===== src/rtl/module_pipe_ctrl.sv =====
// Pipeline hazard controller: load-use, multi-cycle mul/div, memory-busy stalls and jump flushes.
// Zero-cycle (Mealy) flag_hold/flag_flush; mem_busy_i holds every stage and defers any jump flush.
module module_pipe_ctrl #(
  parameter int CNT_W = 16
) (
  input  logic             sys_clk,
  input  logic             sys_arst,
  input  logic [4:0]       id_rs1,
  input  logic [4:0]       id_rs2,
  input  logic             id_rs1_used,
  input  logic             id_rs2_used,
  input  logic [4:0]       ex_rd,
  input  logic             ex_mem_read,
  input  logic             ex_jump_req,
  input  logic             ex_mdiv_start,
  input  logic             mdiv_done,
  input  logic             mem_busy_i,
  input  logic             cnt_clr_i,
  output logic             flag_flush,
  output logic [2:0]       flag_hold,
  output logic [1:0]       ctrl_state_o,
  output logic             jump_pend_o,
  output logic [CNT_W-1:0] stall_cnt_o,
  output logic [CNT_W-1:0] flush_cnt_o
);

  typedef enum logic [1:0] {
    ST_RUN       = 2'b00,
    ST_MDIV_WAIT = 2'b01
  } state_t;

  localparam logic [2:0] HOLD_NONE = 3'b000;
  localparam logic [2:0] HOLD_LU   = 3'b001;
  localparam logic [2:0] HOLD_EX   = 3'b010;
  localparam logic [2:0] HOLD_MEM  = 3'b100;

  localparam logic [CNT_W-1:0] CNT_ONE = CNT_W'(1);

  state_t           state_q, state_d;
  logic             jump_pend_q, jump_pend_d;
  logic [CNT_W-1:0] stall_cnt_q, stall_cnt_d;
  logic [CNT_W-1:0] flush_cnt_q, flush_cnt_d;

  logic             in_run;
  logic             load_use;
  logic [2:0]       hold;
  logic             flush;

  assign in_run = (state_q == ST_RUN);

  assign load_use = ex_mem_read && (ex_rd != 5'd0) &&
                    ((id_rs1_used && (id_rs1 == ex_rd)) ||
                     (id_rs2_used && (id_rs2 == ex_rd)));

  // First matching rule wins; a jump seen under mem_busy_i is remembered and
  // flushed on the first cycle the memory lets the pipe advance.
  always_comb begin
    hold        = HOLD_NONE;
    flush       = 1'b0;
    state_d     = state_q;
    jump_pend_d = jump_pend_q;

    if (mem_busy_i) begin
      hold = HOLD_MEM;
      if (ex_jump_req && in_run) begin
        jump_pend_d = 1'b1;
      end
    end else if (!in_run && !mdiv_done) begin
      hold = HOLD_EX;
    end else if ((ex_jump_req && in_run) || jump_pend_q) begin
      flush       = 1'b1;
      jump_pend_d = 1'b0;
    end else if (in_run && ex_mdiv_start) begin
      hold    = HOLD_EX;
      state_d = ST_MDIV_WAIT;
    end else if (load_use) begin
      hold = HOLD_LU;
    end

    if (!in_run && mdiv_done && !mem_busy_i) begin
      state_d = ST_RUN;
    end
  end

  always_comb begin
    stall_cnt_d = stall_cnt_q;
    flush_cnt_d = flush_cnt_q;
    if (cnt_clr_i) begin
      stall_cnt_d = '0;
      flush_cnt_d = '0;
    end else begin
      if ((hold != HOLD_NONE) && !(&stall_cnt_q)) begin
        stall_cnt_d = stall_cnt_q + CNT_ONE;
      end
      if (flush && !(&flush_cnt_q)) begin
        flush_cnt_d = flush_cnt_q + CNT_ONE;
      end
    end
  end

  always_ff @(posedge sys_clk or posedge sys_arst) begin
    if (sys_arst) begin
      state_q     <= ST_RUN;
      jump_pend_q <= 1'b0;
      stall_cnt_q <= '0;
      flush_cnt_q <= '0;
    end else begin
      state_q     <= state_d;
      jump_pend_q <= jump_pend_d;
      stall_cnt_q <= stall_cnt_d;
      flush_cnt_q <= flush_cnt_d;
    end
  end

  // Flags are quiet during reset even though the inputs may still be active.
  assign flag_hold    = sys_arst ? HOLD_NONE : hold;
  assign flag_flush   = sys_arst ? 1'b0 : flush;
  assign ctrl_state_o = state_q;
  assign jump_pend_o  = jump_pend_q;
  assign stall_cnt_o  = stall_cnt_q;
  assign flush_cnt_o  = flush_cnt_q;

endmodule


===== config.mk =====
export PLATFORM = sky130hd
export DESIGN_NAME = module_pipe_ctrl
export DESIGN_NICKNAME = d
export VERILOG_FILES = /design/src/rtl/module_pipe_ctrl.sv
export SDC_FILE = /design/constraint.sdc
export NUM_CORES = 1
export LEC_CHECK = 0
export ABC_AREA = 1
export CAP_MARGIN = 40
export CORE_MARGIN = 3
export CORE_UTILIZATION = 49
export CTS_CLUSTER_DIAMETER = 200
export DETAILED_ROUTE_END_ITERATION = 12
export MAX_ROUTING_LAYER = met4
export PLACE_DENSITY = 0.89
export SYNTH_ARGS = -nofsm -noshare
export SYNTH_HDL_FRONTEND = slang
export SYNTH_SLANG_ARGS = --single-unit

===== constraint.sdc =====
create_clock -name sys_clk -period 1.9 [get_ports sys_clk]
set_clock_uncertainty 0.1 [all_clocks]
set_input_delay 0.475 -clock sys_clk [delete_from_list [all_inputs] [get_ports sys_clk]]
set_output_delay 0.475 -clock sys_clk [all_outputs]
set_load 0.05 [all_outputs]

==> flow_summary_export.csv, run 1 <==
group,metric,value,unit
timing,drv_slew,0,
timing,timing.final.crit_period,2.11,ns
global_routing,grt_pass1_wl,11.8,mm
cts,cts_buffer_depth,2,
final_layout,final_layout_size_suffix_gt1_share,29.6,%
cts,tritoncts,"done",
placed_design,post-place-cells,512,
logic_synthesis,synthCells,365,
worst_setup_path,reg2reg_depth,9,
power,power_density,529,nW/um^2
timing,hold_viol_final,0,
floorplan,dieWidth,76.7,um
routing,routed_wl,8.04,mm
routing,viasPerCell,5.43,
timing,fin_setup_tns,-0.569,ns
floorplan,initial_utilization,51.2,%
logic_synthesis,synth_fp_nets,392,
placed_design,portBuffers,62,
logic_synthesis,synth_edf_count,0,
worst_setup_path,worstPathArrival,1.54,ns
floorplan,ios,64,
outcome,violations,"setup timing",
worst_setup_path,reg2reg_from,"stall_cnt_o[1]",
cts,cts.root.buffer_cell,"clkbuf_8",
worst_setup_path,path_max_fanout,4,
logic_synthesis,ys_seq_elements,34,
cts,numCtsBuffers,5,
cts,clk_latency,0.30,ns
logic_synthesis,synthesis.area,2450,um^2
cts,clock_sinks,34,
placed_design,dp_hpwl,5.11,mm
floorplan,core_region_area,4790,um^2
final_layout,final_cells,530,
routing,vias,2877,
final_layout,fin_util,80.2,%
routing,drt_iter0_drc,251,
floorplan,die_y,76.7,um
timing,timing.slew.headroom,52.2,%
flow_run,maxCapViolations,0,
logic_synthesis,async_flop_share,100,%
timing,rsz0062_at_grt,"yes",
power,power.total,2.03,mW
cts,cts-hold-fix-buffers,0,
final_layout,num_antenna_cells,0,
placed_design,place_congestion,0.937,
global_routing,overflow,0,
power,max-vdd-ir-drop,470,uV
timing,fin_crit_sh,111,%
global_routing,grt_antenna_before_repair,0,
worst_setup_path,start_kind,"register",
timing,tightestPinTransition,0.717,ns
routing,ant_nets,0,
worst_setup_path,r2r_end,"stall_cnt_o[1]",
final_layout,synthToLayoutAreaGrowth,56.7,%
worst_setup_path,r2r_slack,0,ns
power,p_leak,1.94,nW
final_layout,layout_commonest_cell,"nand2_1",
outcome,status,"finished, violations left",
routing,drc,0,
final_layout,fin_nets,489,
routing,dr.pass1.iters,5,
cts,path_clk_slew,0.08,ns
cts,htree_levels,2,
final_layout,fill_cells,308,
global_routing,grt_max_degree,45,
logic_synthesis,synth_cell_types,29,
logic_synthesis,ys_warn_count,0,
worst_hold_path,hold_path_class,"primary input to asynchronous set/reset pin",
logic_synthesis,synth_seq_area_share,34.7,%
global_routing,grtUsageTotal,25.0,%
floorplan,die_area,5880,um^2
logic_synthesis,synth.avg_cell_area,6.71,um^2
final_layout,layout_common_cells,"nand2_1 (103), buf_4 (45), inv_1 (41)",
worst_setup_path,critPathKind,"register to primary output",
floorplan,num_rows,25,
worst_setup_path,required,1.32,ns
timing,max_freq,0.474,GHz
timing,worst_slack,-0.211,ns
timing,setup_viol,4,
worst_setup_path,worst_setup_path_end_kind,"primary output",
routing,post_drt_wl_per_cell,15.2,um
logic_synthesis,yosys_most_used_dff,"dfrtp_1",
global_routing,grt_pass1_vias,2713,
[synth_stat cells (all sizes together), types with 2 or more instances]
master | count | share of area [%]
buf | 9 | 2.1
a21oi | 5 | 1.5
xor2 | 16 | 5.7
nor2 | 49 | 9.2
nand4 | 21 | 5.6
nand2 | 109 | 18
nand3 | 39 | 8.0
o21ai | 12 | 2.5
inv | 53 | 8.1
nor3 | 13 | 3.3
dfrtp | 34 | 35
ha | 2 | 1.0
[worst max-delay path, stage by stage, from the launching register on]
cell and delay [ns]:
dfrtp_2 0.41, inv_4 0.07, a21oi_4 0.19, nand2_1 0.09, o21ai_2 0.09, nand2_2 0.09, nor2_4 0.15, buf_12 0.15
[through the flow]
| step | setup slack, ns | area [um^2] | hold slack (ns) |
|---|---|---|---|
| final | -0.211 | 3840 | 0.245 |
| after global routing | -0.238 | 3840 | 0.274 |
| after CTS | -0.223 | 3710 | 0.446 |
| after detailed placement | -0.447 | 3580 | 0.429 |
| after global placement | -0.415 | 3580 | 0.403 |
| after floorplan | -0.0410 | 2520 | 0.458 |
[area by class of cell]
cell class	count	area, um^2	share of cell area [%]
clock buffers	7	76.3	1.99
clock inverters	1	30.0	0.782
inverters	53	209	5.44
multi-input cells	271	1500	39.0
flip-flops and latches	34	866	22.6
well taps	67	83.8	2.18
repair buffers	97	1080	28.1
[where the power goes]
group          internal (mW)  switching, mW
logic                  0.240          0.335
clock network          0.393          0.286
registers              0.745         0.0304
total                   1.38          0.652
[sequential cells by signal, indices dropped and copies added (netlist names)]
signal,cells
flush_cnt_o,16
stall_cnt_o,16
ctrl_state_o,1
jump_pend_o,1
[how the worst max path moves through the flow]
| stage | start | to | slack, ns | cells after the start |
|---|---|---|---|---|
| 3_3_place_gp | ex_rd[0] | flag_hold[0] | -0.41 | 10 |
| 2_1_floorplan | ctrl_state_o[0] | flag_hold[0] | -0.04 | 6 |
| 6_report | ctrl_state_o[0] | flag_hold[1] | -0.21 | 7 |
| 5_1_grt | ctrl_state_o[0] | flag_hold[0] | -0.24 | 8 |
| 4_1_cts | ctrl_state_o[0] | flag_hold[0] | -0.22 | 8 |
| 3_5_place_dp | ex_rd[4] | flag_hold[0] | -0.45 | 10 |
[layer usage]
metal	global-route usage [%]	vias to the layer above	part of all wire (%)	routed length [um]
li1	-	1356	-	-
met1	27.9	1347	38	3040
met2	44.9	142	53	4290
met4	9.78	0	3.0	243
met5	-	-	0	0
met3	3.40	32	5.8	465
[what timing repair did]
item,CTS,global route
buffers inserted,4,4
gates resized for setup,32,31
setup endpoints to repair,29,29
endpoints found under the hold margin,0,0
pin swaps,17,18
cloned,0,2
[kinds of logic after synthesis]
kind of cell / count (synthesis) / share of synthesized area (%)
and+or+nand+nor: 232 / 43.9
adders and majority gates: 2 / 1.02
AOI/OAI and AO/OA: 18 / 4.24
DFF: 34 / 34.7
xor gates and xnor gates: 16 / 5.72
other: 1 / 0.153
buffers and inverters: 62 / 10.2
Power figures use the tool's default switching activity.
==> run 2, diff against run 1 <==
--- a/config.mk
+++ b/config.mk
@@ -8,11 +8,12 @@
 export ABC_AREA = 1
 export CAP_MARGIN = 40
 export CORE_MARGIN = 3
-export CORE_UTILIZATION = 49
+export CORE_UTILIZATION = 50
+export CTS_BUF_LIST = sky130_fd_sc_hd__clkbuf_4 sky130_fd_sc_hd__clkbuf_8
 export CTS_CLUSTER_DIAMETER = 200
 export DETAILED_ROUTE_END_ITERATION = 12
 export MAX_ROUTING_LAYER = met4
-export PLACE_DENSITY = 0.89
+export PLACE_DENSITY = 0.91
 export SYNTH_ARGS = -nofsm -noshare
 export SYNTH_HDL_FRONTEND = slang
 export SYNTH_SLANG_ARGS = --single-unit
==> flow_summary_export.csv, run 2 (synthesis gave the netlist of run 1 again) <==
group,metric,value,unit
outcome,status,"finished, violations left",
outcome,violations,"setup timing",
placed_design,dp_hpwl,5.14,mm
final_layout,layout_common_cells,"nand2_1 (102), buf_4 (52), inv_1 (39)",
final_layout,synthToLayoutAreaGrowth,56.3,%
floorplan,initial_utilization,54.0,%
routing,drt_iter0_drc,287,
cts,cts-hold-fix-buffers,0,
final_layout,fin_nets,490,
routing,routed_wl,8.38,mm
placed_design,place_ws,-0.433,ns
final_layout,final_cells,529,
routing,dr.pass1.iters,6,
worst_setup_path,startpoint,"ctrl_state_o[0]",
worst_setup_path,worst_setup_path_end_kind,"primary output",
floorplan,dieWidth,76.0,um
cts,numCtsBuffers,5,
cts,cts_buffer_depth,2,
placed_design,post-place-cells,508,
floorplan,ios,64,
timing,timing.final.crit_period,2.12,ns
final_layout,final_layout_size_suffix_gt1_share,30.2,%
placed_design,post_dp_cell_area,3550,um^2
global_routing,grtUsageTotal,26.9,%
worst_setup_path,path_max_fanout,3,
worst_hold_path,hold_path_class,"primary input to asynchronous set/reset pin",
floorplan,die_y,76.0,um
power,p_leak,1.96,nW
final_layout,final_area,3830,um^2
floorplan,die_area,5780,um^2
routing,drc,0,
cts,clk_latency,0.31,ns
cts,tritoncts,"done",
timing,tightestPinTransition,0.690,ns
global_routing,grt_pass1_wl,12.5,mm
timing,drv_slew,0,
floorplan,core_region_area,4530,um^2
timing,timing.slew.headroom,53.9,%
placed_design,portBuffers,62,
final_layout,fin_util,84.5,%
cts,htree_levels,2,
floorplan,num_rows,24,
global_routing,grt_max_degree,45,
cts,cts.root.buffer_cell,"clkbuf_8",
routing,post_drt_wl_per_cell,15.8,um
worst_setup_path,start_kind,"register",
flow_run,maxCapViolations,0,
worst_setup_path,worstPathArrival,1.55,ns
timing,worst_slack,-0.220,ns
power,power.total,2.20,mW
final_layout,layout_commonest_cell,"nand2_1",
final_layout,num_antenna_cells,0,
worst_setup_path,required,1.32,ns
routing,viasPerCell,5.61,
timing,fin_crit_sh,112,%
global_routing,grt_antenna_before_repair,0,
worst_setup_path,critPathKind,"register to primary output",
worst_setup_path,reg2reg_from,"stall_cnt_o[1]",
placed_design,place_congestion,0.938,
power,max-vdd-ir-drop,526,uV
routing,vias,2968,
power,power_density,575,nW/um^2
global_routing,overflow,0,
timing,max_freq,0.472,GHz
global_routing,grt_pass1_vias,2774,
timing,setup_viol,4,
cts,clock_sinks,34,
timing,rsz0062_at_grt,"yes",
routing,ant_nets,0,
cts,path_clk_slew,0.09,ns
timing,hold_viol_final,0,
## run 2: changes by cell type in the layout (fill, tap and decap cells not counted), sizes merged
cell,change
dlygate4sd2,+7
clkbuf,-4
clkdlybuf4s15,-4
buf,+3
nand2,-2
bufinv,+1
## run 2: final cells by class
type	count	area, um^2
Clock inverter	2	60.1
Sequential cell	34	866
Fill cell	249	704
Tap cell	65	81.3
Clock buffer	6	82.6
Timing Repair Buffer	100	1080
Multi-Input combinational cell	269	1450
Inverter	53	209
## run 2: timing repair
action	CTS	global route
pin swaps	14	17
resized for setup	33	14
hold endpoints to repair	0	0
buffers inserted	3	11
setup endpoints to repair	34	28
## run 2: path summary, 6_finish.rpt
| path | to | slack [ns] | cells after the start |
|---|---|---|---|
| worst max-delay path | flag_hold[0] | -0.22 | 8 |
| worst min-delay path | flush_cnt_o[8] | 0.33 | 3 |
| worst max register to register | stall_cnt_o[0] | -0.04 | 9 |
| worst min register to register | flush_cnt_o[15] | 0.44 | 2 |
| max in group asynchronous | flush_cnt_o[0] | 0.97 | 3 |
| min in group sys_clk | flush_cnt_o[15] | 0.44 | 2 |
## run 2: critical path: stages (launching register included)
cell and delay, ns:
dfrtp_2 0.45, inv_4 0.10, nor2_4 0.05, nor2_4 0.11, nand3_2 0.09, nor2_2 0.11
nand2_2 0.09, nor2_4 0.10, buf_12 0.14
## run 2: per-stage QoR
stage	TNS, ns	hold WS, ns
finish	-0.614	0.334
detailed placement	-12.69	0.410
CTS	-0.665	0.333
global placement	-10.84	0.401
floorplan	-0.0493	0.458
global route	-0.910	0.367
## run 2: routing by layer
layer,vias up,global-route usage [%],routed length (um)
li1,1355,-,-
met1,1391,30.1,3220
met2,178,47.4,4270
met3,44,4.73,557
met4,0,11.4,340
met5,-,-,0
## run 2: power by group
| group | total [mW] | internal [mW] | leakage, nW | switching [mW] |
|---|---|---|---|---|
| clock | 0.879 | 0.560 | 0.0714 | 0.318 |
| combinational | 0.543 | 0.218 | 1.43 | 0.325 |
| sequential | 0.779 | 0.745 | 0.451 | 0.0342 |
| total | 2.20 | 1.52 | 1.96 | 0.677 |
